File: config.mk
export PLATFORM = sky130hd
export DESIGN_NAME = mem_arbiter
export DESIGN_NICKNAME = d
export VERILOG_FILES = /design/src/rtl/arb_pkg.sv /design/src/rtl/mem_arbiter.sv
export SDC_FILE = /design/constraint.sdc
export NUM_CORES = 1
export LEC_CHECK = 0
export ABC_AREA = 1
export CAP_MARGIN = 20
export CORE_AREA = 2 2 189 191
export DETAILED_ROUTE_END_ITERATION = 7
export DIE_AREA = 0 0 191 193
export PLACE_DENSITY_LB_ADDON = 0.3
export SLEW_MARGIN = 20
export SYNTH_ARGS = -nofsm -noshare
export SYNTH_HDL_FRONTEND = slang
export SYNTH_SLANG_ARGS = --single-unit
File: constraint.sdc
create_clock -name clk -period 20.5 [get_ports clk]
set_clock_uncertainty 0.05 [all_clocks]
set_input_delay 2.05 -clock clk [delete_from_list [all_inputs] [get_ports clk]]
set_output_delay 2.05 -clock clk [all_outputs]
set_load 0.005 [all_outputs]
File: src/rtl/arb_pkg.sv
// Shared types and constants for the IF/DM unified-memory arbiter.
package arb_pkg;

    typedef enum logic [1:0] {
        IDLE,
        WAIT_DM,
        WAIT_IF
    } arb_state_t;

    // Memory accesses are 8-byte aligned: the low three address bits are dropped.
    localparam logic [63:0] ALIGN_MASK = ~64'h7;

    function automatic int cnt_width(input int timeout);
        return $clog2(timeout + 1);
    endfunction

endpackage

File: src/rtl/mem_arbiter.sv
// Arbiter sharing one variable-latency memory between the IF and MEM stages,
// data requests first, with a global stall until every active request is done.
module mem_arbiter
    import arb_pkg::*;
#(
    parameter int N       = 64,
    parameter int IW      = 32,
    parameter int TIMEOUT = 255
) (
    input  logic          clk,
    input  logic          reset,
    input  logic          if_req,
    input  logic [N-1:0]  if_addr,
    output logic [IW-1:0] if_rdata,
    output logic          if_done,
    input  logic          dm_read,
    input  logic          dm_write,
    input  logic [N-1:0]  dm_addr,
    input  logic [N-1:0]  dm_wdata,
    output logic [N-1:0]  dm_rdata,
    output logic          dm_done,
    output logic          mem_req,
    output logic          mem_we,
    output logic [N-1:0]  mem_addr,
    output logic [N-1:0]  mem_wdata,
    input  logic [N-1:0]  mem_rdata,
    input  logic          mem_ack,
    output logic          stall,
    output logic          bus_error
);

    localparam int            CW       = cnt_width(TIMEOUT);
    localparam logic [CW-1:0] CNT_LAST = CW'(TIMEOUT - 1);
    localparam logic [N-1:0]  MASK     = N'(ALIGN_MASK);

    arb_state_t    state;
    logic [CW-1:0] cnt;
    logic          dm_act;

    assign dm_act = dm_read | dm_write;
    assign stall  = (dm_act & ~dm_done) | (if_req & ~if_done);

    // Done flags live only for one stall window; clearing them when stall is
    // low takes precedence so a stale completion can never block a new request.
    always_ff @(posedge clk or posedge reset) begin
        if (reset) begin
            state     <= IDLE;
            cnt       <= '0;
            mem_req   <= 1'b0;
            mem_we    <= 1'b0;
            mem_addr  <= '0;
            mem_wdata <= '0;
            if_rdata  <= '0;
            dm_rdata  <= '0;
            if_done   <= 1'b0;
            dm_done   <= 1'b0;
            bus_error <= 1'b0;
        end else begin
            unique case (state)
                IDLE: begin
                    cnt <= '0;
                    if (dm_act && !dm_done) begin
                        mem_addr  <= dm_addr & MASK;
                        mem_we    <= dm_write;
                        mem_wdata <= dm_wdata;
                        mem_req   <= 1'b1;
                        state     <= WAIT_DM;
                    end else if (if_req && !if_done) begin
                        mem_addr <= if_addr & MASK;
                        mem_we   <= 1'b0;
                        mem_req  <= 1'b1;
                        state    <= WAIT_IF;
                    end
                end
                WAIT_DM, WAIT_IF: begin
                    if (mem_ack) begin
                        mem_req <= 1'b0;
                        cnt     <= '0;
                        state   <= IDLE;
                        if (state == WAIT_DM) begin
                            dm_done <= 1'b1;
                            if (!mem_we) begin
                                dm_rdata <= mem_rdata;
                            end
                        end else begin
                            if_done  <= 1'b1;
                            if_rdata <= if_addr[2] ? mem_rdata[2*IW-1:IW] : mem_rdata[IW-1:0];
                        end
                    end else if (cnt == CNT_LAST) begin
                        // Abandon the access and report zero data so the pipeline can move on.
                        mem_req   <= 1'b0;
                        cnt       <= '0;
                        state     <= IDLE;
                        bus_error <= 1'b1;
                        if (state == WAIT_DM) begin
                            dm_done <= 1'b1;
                            if (!mem_we) begin
                                dm_rdata <= '0;
                            end
                        end else begin
                            if_done  <= 1'b1;
                            if_rdata <= '0;
                        end
                    end else begin
                        cnt <= cnt + 1'b1;
                    end
                end
                default: state <= IDLE;
            endcase

            if (!stall) begin
                if_done <= 1'b0;
                dm_done <= 1'b0;
            end
        end
    end

endmodule

* After elaboration in Yosys (flattened, before gate mapping)
Index checks and enable logic that the tools add are counted.
** Storage, ports and cells
- ROM bits :: 0
- Bits in latches :: 0
- Bits in writable memories :: 0
- Logic and storage cells :: 84
- Register bits :: 239
- Memories :: 0
- Output and inout bits :: 230
- Bits of input ports :: 262
** Cells by class
- Eq/ne operators :: 9
- Div/mod/pow operators :: 0
- $add $sub $neg :: 1
- $lt $le $gt $ge :: 0
- Reductions and logical operators :: 17
- Shift-type cells :: 0
- Multiply operators :: 0
- Bitwise operators :: 8
- Multiplexer cells :: 38
** Operators by type and width (number)
- $mux 64 :: 8
- $mux 32 :: 5
- $mux 1 :: 16
- $mux 8 :: 2
- $pmux 8 s2 :: 1
- $reduce_and 3->1 :: 3
- $add 8x1->8 const B :: 1
- $eq 8x8->1 const B :: 1
- $mux 2 :: 4
- $reduce_and 2->1 :: 4
- $ne 3x3->1 const B :: 2
- $reduce_bool 2->1 :: 3
- $reduce_and 5->1 :: 1
- $ne 2x2->1 const B :: 2
- $not 1->1 :: 4
- $pmux 2 s2 :: 1
- $ne 3x2->1 const B :: 1
- $and 1x1->1 :: 2
- $eq 2x1->1 const B :: 1
- $eq 2x2->1 const B :: 1
- $logic_and 1x1->1 :: 2
- $logic_not 1->1 :: 2
- $logic_not 2->1 :: 1
- $ne 2x1->1 const B :: 1
- other kinds (3) :: 4

* Longest topological paths before layout
- Depth in word-level cells :: 6
- Depth in mapped cells :: 11
- Mapped depth without buffers :: 10

* Worst setup path after synthesis
OpenSTA, ideal clock, no wires.
- Path kind :: input-to-output
- From :: in dm_write
- To :: out stall
- Stages on the path :: 2
- Required time :: 18.400 ns
- Data arrival time :: 2.429 ns
- Buffers on the path :: 0
- Setup slack :: 15.971 ns
- Path through :: o21ai_2 -> nand2_2
** On the way
- Word-level cells in the longest chain between the ends :: 3
** RTL lines
- start: declaration :: RTL line mem_arbiter.sv:17 : input logic dm_write,
- $or 1x1->1 :: RTL line mem_arbiter.sv:40 : assign dm_act = dm_read | dm_write;
- $and 1x1->1 :: RTL line mem_arbiter.sv:41 : assign stall = (dm_act & ~dm_done) | (if_req & ~if_done);
- $or 1x1->1 :: RTL line mem_arbiter.sv:41
- end: declaration :: RTL line mem_arbiter.sv:28 : output logic stall,
Every way passes these cells.

* Final worst setup path
Ends and elaborated chain as after synthesis.

==> reports/metrics.cfg <==
[power]
power_density_nw_per_um2 = 137
p_int_w = 0.00150
netSwitchingFraction = 0.350
p_sw_w = 0.000807
power_frac_comb = 0.447
clock_power_share = 0.219
p_seq_frac = 0.334
p_leak_nw = 8.02
ir_drop_v = 0.0000696

[logic_synthesis]
yosysMostFrequentCell = nand2_1
synth_top_area_frac = 0.543
syn_area_um2 = 10900
yosysWarnings = 0
synth-main-ff-cell = dfrtp_1
syn_area_per_cell_um2 = 9.09
synthArstFlopShare = 1.00
yosysUniqueCellTypes = 29
ys_seq_area_frac = 0.543
ys_ff_latch = 236
syn_inst = 1196
synth_edf_count = 0
yosysTopAreaCell = dfrtp_1
synth_area_leaders = dfrtp_1 (54%), nand2_1 (13%), mux2_1 (6.6%)
ys_top_cells_by_count = nand2_1 (373), dfrtp_1 (236), nor2_1 (166)

[clock_tree]
cts_buffer_depth = 3
cts_tree = yes
cts_buffers = 28
post_cts_buffers = 0
clock_sinks = 236
holdBufCountCts = 0
cts.clk_slew.worst_paths_ns = 0.06
cts-root-buf = clkbuf_16
cts_resized = 0
h-tree-depth = 1
insertion_delay_ns = 0.55

[setup_path]
crit_chain = clkdlybuf4s50_1 > o21ai_4 > buf_4 > nand2_2 > clkdlybuf4s50_1
path_class = input pin to output pin
cp_max_fo = 63
end_kind = output pin
rr_startpoint = dm_done
cpLargestDelayFamily = buffers and inverters
cp.arrival_ns = 4.01
cp-start-kind = input pin
path_common_cell = clkdlybuf4s50_1
cpPeakStageDelay_ns = 0.57
path_buf_inv = 3
cp_slowest_cell = buf_4
r2r-end = mem_addr[28]
worstRegToRegCells = 8
reg2reg_setup_slack_ns = 17.53
critPathRequiredTime_ns = 18.40

[die]
die_w_um = 191
die_y_um = 193
dieArea_um2 = 36900
start_util = 0.311
ioPinCount = 492
placementRows = 69
coreArea_um2 = 35000

[route]
drc = 0
postRouteAntennaNets = 0
vias = 9883
met1_length_um = 15200
routed_wl_um = 38300
drtIter0Drc = 484
dr.pass1.iters = 5
met2WireLength_um = 18600
wl_met3_um = 3790
via_per_inst = 4.65
top_layer = met5
drt-wirelength-per-cell_um = 18.0

[cells_and_area]
design_area_um2 = 16900
fin_cells = 2127
final_nets = 1908
nFillCells = 3310
area_delta_synth_final_pct = 55.5
drive_above_1_share = 0.0493

[timing]
relSlewSlack = 0.246
finalCriticalPeriod_ns = 6.11
fin_setup_tns_ns = 0
tightestPinTransition_ns = 1.13
hold_viol_final = 0
setup_viol = 0
rsz0062_at_grt = false
clock.fmax_ghz = 0.164
finalMaxSlewViolations = 0
period_share = 0.298

[placement]
portBuffers = 483
place_area_um2 = 16000
dp_cells = 2072
gp_congestion = 0.832
dp_hpwl_um = 26700

[min_path]
holdCritPathClass = flop to flop
worstHoldStart = if_rdata[2]
hold_depth = 2
whs_endpoint = if_rdata[2]

[status]
status = completed

[grt]
grt_pass1_wl_um = 57700
antenna_found_initial = 5
grt_pass1_vias = 9807
grt_max_degree = 120
grt_util_all_layers = 0.201
overflow = 0

[job]
drv_cap = 0

-- placed cells by master (no fill, tap or decap), types with 7 or more instances in the layout --
cell type,n
clkbuf_16,28
mux2i_1,32
clkinv_2,10
mux2_1,64
nand2_1,372
o31ai_1,61
inv_2,7
buf_4,11
clkdlybuf4s50_1,481
nor2_1,166
inv_1,75
nand4_1,64
dfrtp_1,236
-- power groups by stage --
| stage | Clock (W) | Sequential (W) | Combinational [W] |
|---|---|---|---|
| 2_1_floorplan | 0 | 0.000786 | 0.000458 |
| 3_3_place_gp | 0 | 0.000767 | 0.00104 |
| 3_5_place_dp | 0 | 0.000775 | 0.00105 |
| 4_1_cts | 0.000521 | 0.000771 | 0.00105 |
| 5_1_grt | 0.000542 | 0.000794 | 0.00113 |
| 6_report | 0.000505 | 0.000771 | 0.00103 |
-- layer usage --
metal	global-route usage	vias up
met2	0.349	328
met5	0	-
met4	0.0501	2
met1	0.238	4751
met3	0.0713	45
li1	-	4757
-- kinds of logic (layout without fill, tap and decap cells) --
| group | count (synthesis) | count (layout) | share of synthesized area |
|---|---|---|---|
| xor+xnor | 4 | 4 | 0.00322 |
| compound gates | 73 | 73 | 0.0489 |
| mux | 96 | 96 | 0.0958 |
| flops | 236 | 236 | 0.543 |
| simple gates | 616 | 616 | 0.231 |
| buf+inv | 165 | 629 | 0.0718 |
| fa+ha+maj | 5 | 5 | 0.00576 |
| other cells | 1 | 7 | 0.000345 |
-- cell type report --
cell class / count / area (um2) / area share
flip-flops and latches: 236 / 5910 / 0.349
repair buffers: 495 / 4930 / 0.292
multi-input cells: 797 / 4220 / 0.250
clock buffers: 35 / 767 / 0.0454
well taps: 461 / 577 / 0.0341
inverters: 83 / 319 / 0.0189
clock inverters: 16 / 173 / 0.0102
diodes: 4 / 10.0 / 0.000592
-- state kept, by name, summed over array words and instances, names as in the netlist, 2 cells and up --
signal / flops
mem_wdata: 64
if_rdata: 32
mem_addr: 61
state: 2
dm_rdata: 64
cnt: 8
-- metrics by stage --
step | power [W] | setup WS, ns | util | hold WS [ns]
finish | 0.00231 | 14.39 | 0.483 | 0.422
global route | 0.00247 | 14.27 | 0.483 | 0.434
CTS | 0.00235 | 14.33 | 0.483 | 0.422
detailed placement | 0.00182 | 14.34 | 0.456 | 0.408
global placement | 0.00181 | 14.34 | 0.456 | 0.405
floorplan | 0.00124 | 11.93 | - | 0.415
-- worst max path at each step --
| stage | slack [ns] | depth (start not counted) | from | endpoint |
|---|---|---|---|---|
| finish | 14.39 | 5 | dm_write | stall |
| global route | 14.27 | 5 | dm_write | stall |
| CTS | 14.33 | 5 | dm_write | stall |
| detailed placement | 14.34 | 5 | dm_write | stall |
| global placement | 14.34 | 5 | dm_write | stall |
| floorplan | 11.93 | 1 | reset | bus_error |
-- tightest hold or removal path, cell delays in order (launching register included) --
cell and delay [ns]:
dfrtp_1 0.34, nand2_1 0.05, nand2_1 0.05
Power figures use the tool's default switching activity.
